[src/rtl/down_counter_timer_if.sv]
// down_counter_timer_if
// Groups the control and status signals of the loadable down-counter/timer.
//   en        count enable (driven by the controller)
//   load      synchronous load strobe (driven by the controller)
//   load_val  start value captured on load (driven by the controller)
//   count     current counter value (driven by the timer)
//   busy      high while the timer is running (driven by the timer)
//   zero      high while count is zero (driven by the timer)
//   tc        one-cycle terminal-count pulse (driven by the timer)
// Modports: master = controller side, slave = timer side.
interface down_counter_timer_if #(
  parameter int WIDTH = 4
);
  logic             en;
  logic             load;
  logic [WIDTH-1:0] load_val;
  logic [WIDTH-1:0] count;
  logic             busy;
  logic             zero;
  logic             tc;

  modport master (
    output en, load, load_val,
    input  count, busy, zero, tc
  );

  modport slave (
    input  en, load, load_val,
    output count, busy, zero, tc
  );
endinterface

[src/rtl/down_counter_timer.sv]
// down_counter_timer
// Loadable down-counter/timer. A load captures a start value and starts a run;
// each enabled cycle decrements the count, and reaching zero produces a single
// DONE cycle with a one-cycle terminal-count pulse (tc).
// Ports:
//   clk   clock, rising edge active
//   rst   asynchronous active-low reset
//   bus   down_counter_timer_if.slave (en, load, load_val in; count, busy,
//         zero, tc out)
// Optional build macro: DOWN_COUNTER_AUTO_RELOAD_EN
//   When defined, the last loaded value is remembered and DONE restarts the
//   run from it, turning the one-shot timer into a periodic one. A load of
//   zero clears the remembered value and stops the periodic mode.
module down_counter_timer #(
  parameter int WIDTH = 4
) (
  input  logic                 clk,
  input  logic                 rst,
  down_counter_timer_if.slave  bus
);

  typedef enum logic [1:0] {
    ST_IDLE = 2'b00,
    ST_RUN  = 2'b01,
    ST_DONE = 2'b10
  } state_t;

  localparam logic [WIDTH-1:0] ZERO_VAL = {WIDTH{1'b0}};
  localparam logic [WIDTH-1:0] ONE_VAL  = WIDTH'(1);

  state_t           state_r;
  state_t           state_next_s;
  logic [WIDTH-1:0] count_r;
  logic [WIDTH-1:0] count_next_s;
  logic             busy_r;
  logic             tc_r;

`ifdef DOWN_COUNTER_AUTO_RELOAD_EN
  logic [WIDTH-1:0] reload_r;

  // Remembers the most recent load value for periodic restarts.
  always_ff @(posedge clk or negedge rst) begin
    if (!rst) begin
      reload_r <= ZERO_VAL;
    end else if (bus.load) begin
      reload_r <= bus.load_val;
    end else begin
      reload_r <= reload_r;
    end
  end
`endif

  // Next-state and next-count decode; load overrides everything else.
  always_comb begin
    state_next_s = state_r;
    count_next_s = count_r;
    if (bus.load) begin
      if (bus.load_val != ZERO_VAL) begin
        count_next_s = bus.load_val;
        state_next_s = ST_RUN;
      end else begin
        count_next_s = ZERO_VAL;
        state_next_s = ST_IDLE;
      end
    end else begin
      case (state_r)
        ST_IDLE: begin
          count_next_s = count_r;
          state_next_s = ST_IDLE;
        end
        ST_RUN: begin
          // The run ends at 1, so the count can never be decremented from 0.
          if (bus.en) begin
            if (count_r > ONE_VAL) begin
              count_next_s = count_r - ONE_VAL;
              state_next_s = ST_RUN;
            end else begin
              count_next_s = ZERO_VAL;
              state_next_s = ST_DONE;
            end
          end else begin
            count_next_s = count_r;
            state_next_s = ST_RUN;
          end
        end
        ST_DONE: begin
`ifdef DOWN_COUNTER_AUTO_RELOAD_EN
          if (reload_r != ZERO_VAL) begin
            count_next_s = reload_r;
            state_next_s = ST_RUN;
          end else begin
            count_next_s = ZERO_VAL;
            state_next_s = ST_IDLE;
          end
`else
          count_next_s = ZERO_VAL;
          state_next_s = ST_IDLE;
`endif
        end
        default: begin
          count_next_s = ZERO_VAL;
          state_next_s = ST_IDLE;
        end
      endcase
    end
  end

  // State, count and registered status flags; busy/tc follow the next state
  // so they line up with the state register.
  always_ff @(posedge clk or negedge rst) begin
    if (!rst) begin
      state_r <= ST_IDLE;
      count_r <= ZERO_VAL;
      busy_r  <= 1'b0;
      tc_r    <= 1'b0;
    end else begin
      state_r <= state_next_s;
      count_r <= count_next_s;
      busy_r  <= (state_next_s == ST_RUN);
      tc_r    <= (state_next_s == ST_DONE);
    end
  end

  assign bus.count = count_r;
  assign bus.busy  = busy_r;
  assign bus.tc    = tc_r;
  assign bus.zero  = (count_r == ZERO_VAL);

endmodule

[src/flat_wrapper.sv]
// flat-port wrapper written by rule: the top's interface ports become plain ports
module down_counter_timer_flat 
#(
  parameter int WIDTH = 4
)
  (clk, rst, bus_en, bus_load, bus_load_val, bus_count, bus_busy, bus_zero, bus_tc);
  down_counter_timer_if #(.WIDTH(WIDTH)) bus_i ();
  input  logic clk;
  input  logic rst;
  input wire logic [$bits(bus_i.en)-1:0] bus_en;
  input wire logic [$bits(bus_i.load)-1:0] bus_load;
  input wire logic [$bits(bus_i.load_val)-1:0] bus_load_val;
  output wire logic [$bits(bus_i.count)-1:0] bus_count;
  output wire logic [$bits(bus_i.busy)-1:0] bus_busy;
  output wire logic [$bits(bus_i.zero)-1:0] bus_zero;
  output wire logic [$bits(bus_i.tc)-1:0] bus_tc;
  assign bus_i.en = bus_en;
  assign bus_i.load = bus_load;
  assign bus_i.load_val = bus_load_val;
  assign bus_count = bus_i.count;
  assign bus_busy = bus_i.busy;
  assign bus_zero = bus_i.zero;
  assign bus_tc = bus_i.tc;
  down_counter_timer #(.WIDTH(WIDTH)) u_core (.clk(clk), .rst(rst), .bus(bus_i));
endmodule
[config.mk]
export PLATFORM = sky130hd
export DESIGN_NAME = down_counter_timer_flat
export DESIGN_NICKNAME = d
export VERILOG_FILES = /design/src/rtl/down_counter_timer_if.sv /design/src/rtl/down_counter_timer.sv /design/src/flat_wrapper.sv
export SDC_FILE = /design/constraint.sdc
export NUM_CORES = 1
export LEC_CHECK = 0
export CAP_MARGIN = 5
export CORE_AREA = 2 2 39 41
export DETAILED_ROUTE_END_ITERATION = 16
export DIE_AREA = 0 0 41 43
export PLACE_DENSITY_LB_ADDON = 0.2
export SETUP_SLACK_MARGIN = 0.2
export SLEW_MARGIN = 25
export SYNTH_ARGS = -nofsm -noshare
export SYNTH_HDL_FRONTEND = slang
export SYNTH_SLANG_ARGS = --single-unit
[constraint.sdc]
create_clock -name clk -period 1.5 [get_ports clk]
set_input_delay 0.45 -clock clk [delete_from_list [all_inputs] [get_ports clk]]
set_output_delay 0.45 -clock clk [all_outputs]
set_load 0.02 [all_outputs]
==> results by group <==
Timing
  – Final setup viols: 5
  – Slew margin rel.: 71.1%
  – Setup WS post-layout: -0.0502 ns
  – Final Hold Fails: 0
  – Final Slew Violations: 0
  – RSZ-0062 raised after global routing: yes
  – Clock Skew: 0.0141 ns
  – Maximum clock rate: 645 MHz
  – Minimum clock period: 1.55 ns
  – Period Utilization, post-route: 103%
  – Slew @ Worst Pin: 0.429 ns
  – Setup TNS: -0.143 ns

Setup path
  – CP max FO: 2
  – Crit path capture type: output pin
  – R2R depth: 6
  – Crit path DAT: 1.10 ns
  – CP required: 1.05 ns
  – Launching point of the worst reg2reg path: u_core.bus.count[0]
  – Crit path from: u_core.bus.count[1]
  – Setup CP Type: register to output pin
  – CP startpoint kind: register

Logic synthesis
  – Mapped Cells: 44
  – Synth area leader: dfrtp_1
  – Cells taking the most area after synthesis: dfrtp_1 46%, ha_1 8.5%, a211o_1 6.0%
  – Yosys cell types: 21
  – Syn nets: 55
  – Seq/Total Area, Yosys: 45.6%
  – Synthesized area per cell: 9.98 um^2
  – #FFs+latches synth: 8
  – Post-Syn Area: 439 um^2
  – Top cell type's share of synthesized area: 45.6%
  – Synth Warn #: 0

Power and ir drop
  – Cell Pwr Density: 1110 nW/um^2
  – Peak supply drop: 409 uV
  – Leakage power: 0.382 nW

Placed design
  – Number of I/O port buffers: 14
  – Post-DP HPWL: 812 um
  – Dpl cells: 84
  – Final GP Congestion: 0.811
  – Placed inst area: 707 um^2

Clock tree
  – Max Root-Sink Buffers: 2
  – # clock sinks: 8
  – H-tree levels: 1
  – Worst-path clk slew: 0.06 ns
  – Root cell of the clock tree: clkbuf_4
  – CTS tree: built
  – Worst-Skew Late Latency: 0.27 ns
  – Num CTS Buffers: 3

Run status
  – Status: finished, violations left
  – Failing checks: setup timing

Global routing
  – Initial antenna violation count: 0
  – First-pass GRT wire length: 1.78 mm
  – GR Util All Layers: 15.6%
  – Vias in the first global route: 415
  – Gr ovfl total: 0
  – Largest net degree at the start of global routing: 9

Detailed routing
  – Drt pass-1 iters: 1
  – Drt initial violations: 0
  – Vias: 453
  – Post-route antenna net violation count: 0
  – Final wirelength: 1.14 mm
  – Via-per-instance ratio: 4.92
  – Wire per inst: 12.4 um
  – DRC: 0

Cells and area
  – Most frequent cells in the layout: 10 x buf_6, 10 x buf_4, 6 x dfrtp_1, 5 x nand2_1, 5 x clkdlybuf4s50_1
  – # diodes: 0
  – Fillcell total: 137
  – Nets: 88
  – Final Cell Area: 823 um^2
  – Finished Layout Cells: 92
  – Share of cells above drive strength 1: 55.3%
  – Area delta synth->final: 87.5%

Floorplan
  – Total core area: 1380 um^2
  – Ports: 15
  – Die H: 43 um
  – Cell Rows: 14
  – Die area: 1760 um^2
  – Die Wd: 41 um
  – Starting Density: 31.7%

Min path
  – HP Class: input port to asynchronous set/reset pin

Flow run
  – Max-capacitance violation count: 0
==> flip-flops by register name (all words and copies together) (netlist names) <==
signal            cells
u_core.bus.busy       1
u_core.state_r        2
u_core.bus.count      4
u_core.bus.tc         1
==> synthesized netlist by cell type (all sizes together) <==
library cell / n
a211o: 3
nor2: 3
and3: 1
ha: 3
o31a: 1
o21ai: 3
nand2: 5
dfrtp: 8
buf: 1
or3b: 1
inv: 3
and2b: 2
a22o: 1
or2: 1
a31oi: 2
a21o: 1
and2: 1
o31ai: 1
a41oi: 1
o221ai: 1
o41ai: 1
==> critical path, cell delays in order, from the launching register on <==
cell	delay, ns
dfrtp_2	0.41
inv_2	0.08
ha_4	0.12
and2_4	0.12
buf_6	0.10
==> area by class of cell <==
type / count / area [um^2] / share of cell area [%]
Clock buffer: 4 / 26.3 / 3.19
Inverter: 3 / 11.3 / 1.37
Multi-Input combinational cell: 32 / 298 / 36.2
Sequential cell: 8 / 203 / 24.6
Tap cell: 16 / 20.0 / 2.43
Timing Repair Buffer: 29 / 265 / 32.2
==> cells by family after synthesis <==
| group | Yosys count | synth area share [%] |
|---|---|---|
| AND/OR/NAND/NOR | 14 | 16.5 |
| flip-flops | 8 | 45.6 |
| buffers and inverters | 4 | 3.70 |
| adder cells (fa/ha/maj) | 3 | 8.55 |
| AO/OA/AOI/OAI | 15 | 25.6 |
==> metrics by stage <==
| step | setup WS [ns] | hold slack (ns) | power [mW] | utilization (%) |
|---|---|---|---|---|
| final | -0.0502 | 0.453 | 0.910 | 59.5 |
| after global routing | -0.0836 | 0.487 | 0.969 | 59.5 |
| after CTS | -0.0612 | 0.470 | 0.878 | 56.6 |
| after detailed placement | -0.332 | 0.667 | 0.638 | 51.1 |
| after global placement | -0.311 | 0.663 | 0.638 | 51.1 |
| after floorplan | 0.111 | 0.154 | 0.459 | - |
==> metal layers <==
layer	track usage (%)	up-vias	wire length (um)
li1	-	226	-
met1	19.6	210	499
met2	22.2	15	570
met3	4.71	2	55
met4	10.0	0	19
met5	0	-	0
==> worst paths after layout <==
kind / end / slack [ns]
setup / recovery: bus_zero / -0.05
hold / removal: u_core.bus.count[3] / 0.45
setup reg to reg: u_core.bus.tc / -0.04
hold reg to reg: u_core.bus.count[1] / 0.69
max in group asynchronous: u_core.bus.count[0] / 0.77
min in group clk: u_core.bus.count[1] / 0.69
==> repair_timing <==
| action | CTS | global route |
|---|---|---|
| gates resized for setup | 49 | 8 |
| pin swaps | 6 | 4 |
| hold endpoints to repair | 0 | 0 |
| setup endpoints to repair | 15 | 13 |
| hold buffers | 0 | 0 |
| setup buffers | 3 | 1 |
==> power breakdown <==
part           internal (mW)  total (mW)  leakage, nW  switching [mW]
clock network          0.102       0.187       0.0150          0.0843
logic                  0.250       0.456        0.271           0.205
registers              0.247       0.268       0.0962          0.0215
No activity file was read; power rests on OpenSTA's default activity.
